$ cat config.mk
export PLATFORM = sky130hd
export DESIGN_NAME = even_result_pipe
export DESIGN_NICKNAME = d
export VERILOG_FILES = /design/src/rtl/even_result_pipe.sv
export SDC_FILE = /design/constraint.sdc
export NUM_CORES = 1
export LEC_CHECK = 0
export BUFFER_PORTS_ARGS = -buffer_cell sky130_fd_sc_hd__buf_4
export CAP_MARGIN = 30
export CORE_AREA = 5 5 433 435
export DETAILED_ROUTE_END_ITERATION = 6
export DIE_AREA = 0 0 438 440
export SYNTH_ARGS = -nofsm -noshare
export SYNTH_HDL_FRONTEND = slang
export SYNTH_SLANG_ARGS = --single-unit
$ cat constraint.sdc
create_clock -name clk -period 2.1 [get_ports clk]
set_input_delay 0.42 -clock clk [delete_from_list [all_inputs] [get_ports clk]]
set_output_delay 0.42 -clock clk [all_outputs]
set_load 0.005 [all_outputs]
$ cat src/rtl/even_result_pipe.sv
// Result staging for the even execution pipe: carries each result through s2..s7,
// exposes per-stage forwarding taps and performs the register-file write from s7.
module even_result_pipe #(
  parameter int unsigned REG_ADDR_WD = 7,
  parameter int unsigned REG_DATA_WD = 128,
  parameter int unsigned LAT_WD      = 3,
  parameter int unsigned CNT_WD      = 32
) (
  input  logic                   clk,
  input  logic                   rst,
  input  logic                   in_vld,
  input  logic [REG_ADDR_WD-1:0] in_RT_addr,
  input  logic [REG_DATA_WD-1:0] in_RT,
  input  logic [LAT_WD-1:0]      in_lat,
  input  logic                   flush,
  output logic [REG_ADDR_WD-1:0] rf_addr_s2_ep,
  output logic [REG_ADDR_WD-1:0] rf_addr_s3_ep,
  output logic [REG_ADDR_WD-1:0] rf_addr_s4_ep,
  output logic [REG_ADDR_WD-1:0] rf_addr_s5_ep,
  output logic [REG_ADDR_WD-1:0] rf_addr_s6_ep,
  output logic [REG_ADDR_WD-1:0] rf_addr_s7_ep,
  output logic [REG_DATA_WD-1:0] rf_data_s2_ep,
  output logic [REG_DATA_WD-1:0] rf_data_s3_ep,
  output logic [REG_DATA_WD-1:0] rf_data_s4_ep,
  output logic [REG_DATA_WD-1:0] rf_data_s5_ep,
  output logic [REG_DATA_WD-1:0] rf_data_s6_ep,
  output logic [REG_DATA_WD-1:0] rf_data_s7_ep,
  output logic [5:0]             fwd_vld,
  output logic                   wb_en,
  output logic [REG_ADDR_WD-1:0] wb_addr,
  output logic [REG_DATA_WD-1:0] wb_data,
  output logic [CNT_WD-1:0]      wb_count
);

  localparam int unsigned NSTG = 6;

  // Index 0 is stage s2, index NSTG-1 is stage s7.
  logic                   stg_vld  [NSTG];
  logic [REG_ADDR_WD-1:0] stg_addr [NSTG];
  logic [REG_DATA_WD-1:0] stg_data [NSTG];
  logic [LAT_WD-1:0]      stg_lat  [NSTG];

  logic                   cap_vld;
  logic [31:0]            lat_ext;
  logic [LAT_WD-1:0]      lat_sat;
  logic [NSTG-1:0]        rdy;
  logic [REG_ADDR_WD-1:0] tap_addr [NSTG];
  logic [REG_DATA_WD-1:0] tap_data [NSTG];

  assign cap_vld = in_vld & ~flush;

  // Clamp the requested forwarding stage into the 2..7 window the pipe actually has.
  always_comb begin
    lat_ext = 32'(in_lat);
    lat_sat = in_lat;
    if (lat_ext < 32'd2) begin
      lat_sat = LAT_WD'(2);
    end else if (lat_ext > 32'd7) begin
      lat_sat = LAT_WD'(7);
    end
  end

  always_ff @(posedge clk) begin
    if (rst) begin
      for (int k = 0; k < NSTG; k++) begin
        stg_vld[k]  <= 1'b0;
        stg_addr[k] <= '0;
        stg_data[k] <= '0;
        stg_lat[k]  <= '0;
      end
      wb_count <= '0;
    end else begin
      stg_vld[0]  <= cap_vld;
      stg_addr[0] <= cap_vld ? in_RT_addr : '0;
      stg_data[0] <= cap_vld ? in_RT : '0;
      stg_lat[0]  <= cap_vld ? lat_sat : '0;
      for (int k = 1; k < NSTG; k++) begin
        stg_vld[k]  <= stg_vld[k-1] & ~flush;
        stg_addr[k] <= stg_addr[k-1];
        stg_data[k] <= stg_data[k-1];
        stg_lat[k]  <= stg_lat[k-1];
      end
      // The s7 entry retires on this edge regardless of flush.
      if (stg_vld[NSTG-1]) begin
        wb_count <= wb_count + CNT_WD'(1);
      end
    end
  end

  // A stage is forwardable once its stage number reaches the result's latency.
  always_comb begin
    rdy = '0;
    for (int k = 0; k < NSTG; k++) begin
      rdy[k]      = stg_vld[k] && (32'(k + 2) >= 32'(stg_lat[k]));
      tap_addr[k] = stg_vld[k] ? stg_addr[k] : '0;
      tap_data[k] = rdy[k] ? stg_data[k] : '0;
    end
  end

  assign fwd_vld = rdy;

  assign rf_addr_s2_ep = tap_addr[0];
  assign rf_addr_s3_ep = tap_addr[1];
  assign rf_addr_s4_ep = tap_addr[2];
  assign rf_addr_s5_ep = tap_addr[3];
  assign rf_addr_s6_ep = tap_addr[4];
  assign rf_addr_s7_ep = tap_addr[5];
  assign rf_data_s2_ep = tap_data[0];
  assign rf_data_s3_ep = tap_data[1];
  assign rf_data_s4_ep = tap_data[2];
  assign rf_data_s5_ep = tap_data[3];
  assign rf_data_s6_ep = tap_data[4];
  assign rf_data_s7_ep = tap_data[5];

  assign wb_en   = stg_vld[NSTG-1];
  assign wb_addr = stg_addr[NSTG-1];
  assign wb_data = stg_data[NSTG-1];

endmodule

==> metrics.yaml <==
logic_synthesis:
  syn_area_sq_um: 30300
  seq_area_frac_synth: 0.571
  synth_seq_cells: 863
  postSynthCellCount: 2999
  synth.top_cell.area_share: 0.571
  synthTopCellsByArea: "dfxtp_1 (57%), nor2b_1 (14%), and2_1 (14%)"
  synth_area_leader_cell: "dfxtp_1"
  avgSynthCellArea_sq_um: 10.1
  syn_nets: 3142
  ys_warn_count: 0
  yosys.cell_types.count: 34
clock_network:
  cts_root_buf: "clkbuf_16"
  cts.sinks: 863
  clk_pin_slew_ns: 0.06
  h-tree-depth: 3
  clock_latency_ns: 0.71
  cts_tree: "done"
  cts_buffers: 97
  clk_path_buf_depth: 3
die:
  core_region_area_sq_um: 183000
  rows: 157
  die_y_um: 440
  dieArea_sq_um: 193000
  io_pins: 1126
  start_util: 0.166
  die_x_um: 438
finish:
  layout-drive-gt1-share: 0.427
  fillerInstances: 19000
  area.growth.synth_to_final_pct: 67.4
  final_nets: 4384
global_routing:
  grt.overflow.total: 0
  grt_max_degree: 140
  busiest_layer: "met2"
  use_met2: 0.243
  antenna_found_initial: 35
  grt_util_met1: 0.191
  gr-usage-met3: 0.0416
  grt_pass1_vias: 24900
  grt_usage: 0.153
  grt_pass1_wl_mm: 206
worst_setup_path:
  crit_fanout: 15
  arrival_ns: 2.19
  path_delay_family: "buffers and inverters"
  crit_buf_inv: 5
  critPathCaptureType: "primary output"
  cp_slowest_stage_delay_ns: 0.35
  cp-start-kind: "flip-flop"
  worst_ep_required_time_ns: 1.68
  crit_slowest_cell: "dfxtp_2"
  worstSetupPathType: "flip-flop to primary output"
  path_cells: "inv_4 > a31oi_4 > buf_12 > buf_16 > clkbuf_16 > and2_1 > buf_4"
power_and_ir_drop:
  vdd_drop_max_mv: 0.613
  power.total_mw: 36.8
  p_leak_nw: 22.9
  powerDensity_nw_per_um2: 727
run:
  maxCapViolCount: 0
sta:
  drv_slew: 0
  relSlewSlack: 0.460
  worst_pin_slew_ns: 0.808
  setup_violations: 795
  final_hold_viol_count: 0
  finalCriticalPeriod_ns: 2.61
  rsz0062_at_grt: "yes"
  timing.final.ws_setup_ns: -0.513
  finClkSkew_ns: 0.0285
  post-route-period-util: 1.24
  fmax_mhz: 383
placed_design:
  io_buffers: 1125
  post-place-ws_ns: -0.0236
  dp_hpwl_mm: 119
  routabilityCongestion: 0.924
detailed_routing:
  via_per_inst: 3.88
  firstDrtPassIters: 5
  ant_nets: 0
  wl_per_cell_um: 26.2
  wirelength_mm: 176
  vias: 26100
  drt_iter0_drc: 1737
  drc: 0
status:
  outcome: "finished with violations"
  failed_checks: "setup timing"
worst_hold_path:
  hold_class: "input port to flip-flop"
==> sequential cells by signal (all words and copies together) (netlist names) <==
register / cells
stg_data: 768
stg_addr: 42
wb_count: 32
stg_lat: 15
stg_vld: 6
==> cell type report <==
class	count	area [sq um]	area share
repair buffers	1496	14600	0.289
diodes	15	37.5	0.000741
clock buffers	137	2840	0.0561
inverters	10	40.0	0.000791
clock inverters	42	706	0.0139
multi-input cells	1773	12100	0.239
flip-flops and latches	863	17300	0.342
well taps	2385	2980	0.0589
==> metal layers <==
layer / part of all wire / wire length [um]
met5: 0.000062 / 11
met4: 0.054 / 9560
met3: 0.083 / 14700
met2: 0.47 / 82300
met1: 0.40 / 69800
==> timing repair <==
action	4_1_cts	5_1_grt
endpoints found under the setup margin	798	801
endpoints found under the hold margin	151	0
gates resized for setup	77	666
buffers inserted	18	35
gates cloned	13	52
pin swaps	16	152
hold buffers	151	0
==> path summary, 6_finish.rpt <==
check | from | end | slack, ns | cells after the start
max | stg_vld[0][4] | rf_data_s6_ep[84] | -0.51 | 7
min | in_vld | stg_data[0][106] | 0.10 | 2
max reg2reg | wb_count[17] | wb_count[29] | -0.05 | 4
min reg2reg | stg_lat[0][9] | stg_lat[0][12] | 0.43 | 1
==> synth_stat cells <==
cell and count:
dfxtp_1 863, or4_4 1, inv_1 10, o21ai_0 10, nor3_1 4, and3_1 265, mux2_2 1, mux2_1 1
nand4_2 1, a211oi_1 1, xnor2_1 5, a21boi_0 1, and2_1 686, or4_1 13, a31oi_1 1, o31ai_1 12
nand4_1 7, buf_2 2, buf_4 136, buf_6 2, nor4_1 1, or3_1 8, buf_1 1, a21oi_1 21
nand3_1 8, nor2b_1 690, nor4_2 1, mux2i_1 1, clkbuf_1 212, xor2_1 4, nor2_1 14, ha_1 1
and4_1 5, nand2_1 10
==> placed cells by master (no fill, tap or decap), drive strengths merged <==
cell	n
a211oi	1
a21boi	1
a21oi	21
a31oi	1
and2	686
and3	265
and4	5
buf	1308
bufinv	14
clkbuf	174
clkinv	17
clkinvlp	3
dfxtp	863
diode	15
dlygate4sd3	151
ha	1
inv	18
mux2	2
mux2i	1
nand2	10
nand3	8
nand4	8
nor2	14
nor2b	690
nor3	4
nor4	2
o21ai	10
o31ai	12
or3	8
or4	14
xnor2	5
xor2	4
==> through the flow <==
stage	hold slack [ns]	area [sq um]	TNS (ns)	util	instances
global placement	0.423	41100	0	0.225	6264
floorplan	0.414	30300	0	-	2999
global route	0.0352	50600	-334.50	0.277	6711
detailed placement	0.422	41100	-0.0472	0.225	6264
finish	0.104	50600	-237.83	0.277	6721
CTS	0.00103	47000	-327.45	0.257	6625
==> logic make-up (layout without fill, tap and decap cells) <==
logic type | Yosys count | after routing | share of synthesized area
xor+xnor | 9 | 9 | 0.00261
flops | 863 | 863 | 0.571
mux | 3 | 3 | 0.00108
compound gates | 46 | 46 | 0.00881
simple gates | 1714 | 1714 | 0.354
fa+ha+maj | 1 | 1 | 0.000414
buf+inv | 363 | 1685 | 0.0625
other cells | 0 | 15 | 0
==> worst register-to-register path: stages, from the launching register on <==
cell and delay, ns:
dfxtp_1 0.42, nand4_2 0.17, or4_1 0.77, or4_1 0.55, a21oi_1 0.17
==> power by group <==
part | switching (mW) | internal (mW)
registers | 0.147 | 16.5
logic | 0.659 | 0.672
clock network | 7.53 | 11.3
total | 8.34 | 28.5
(Power assumes the default switching activity.)
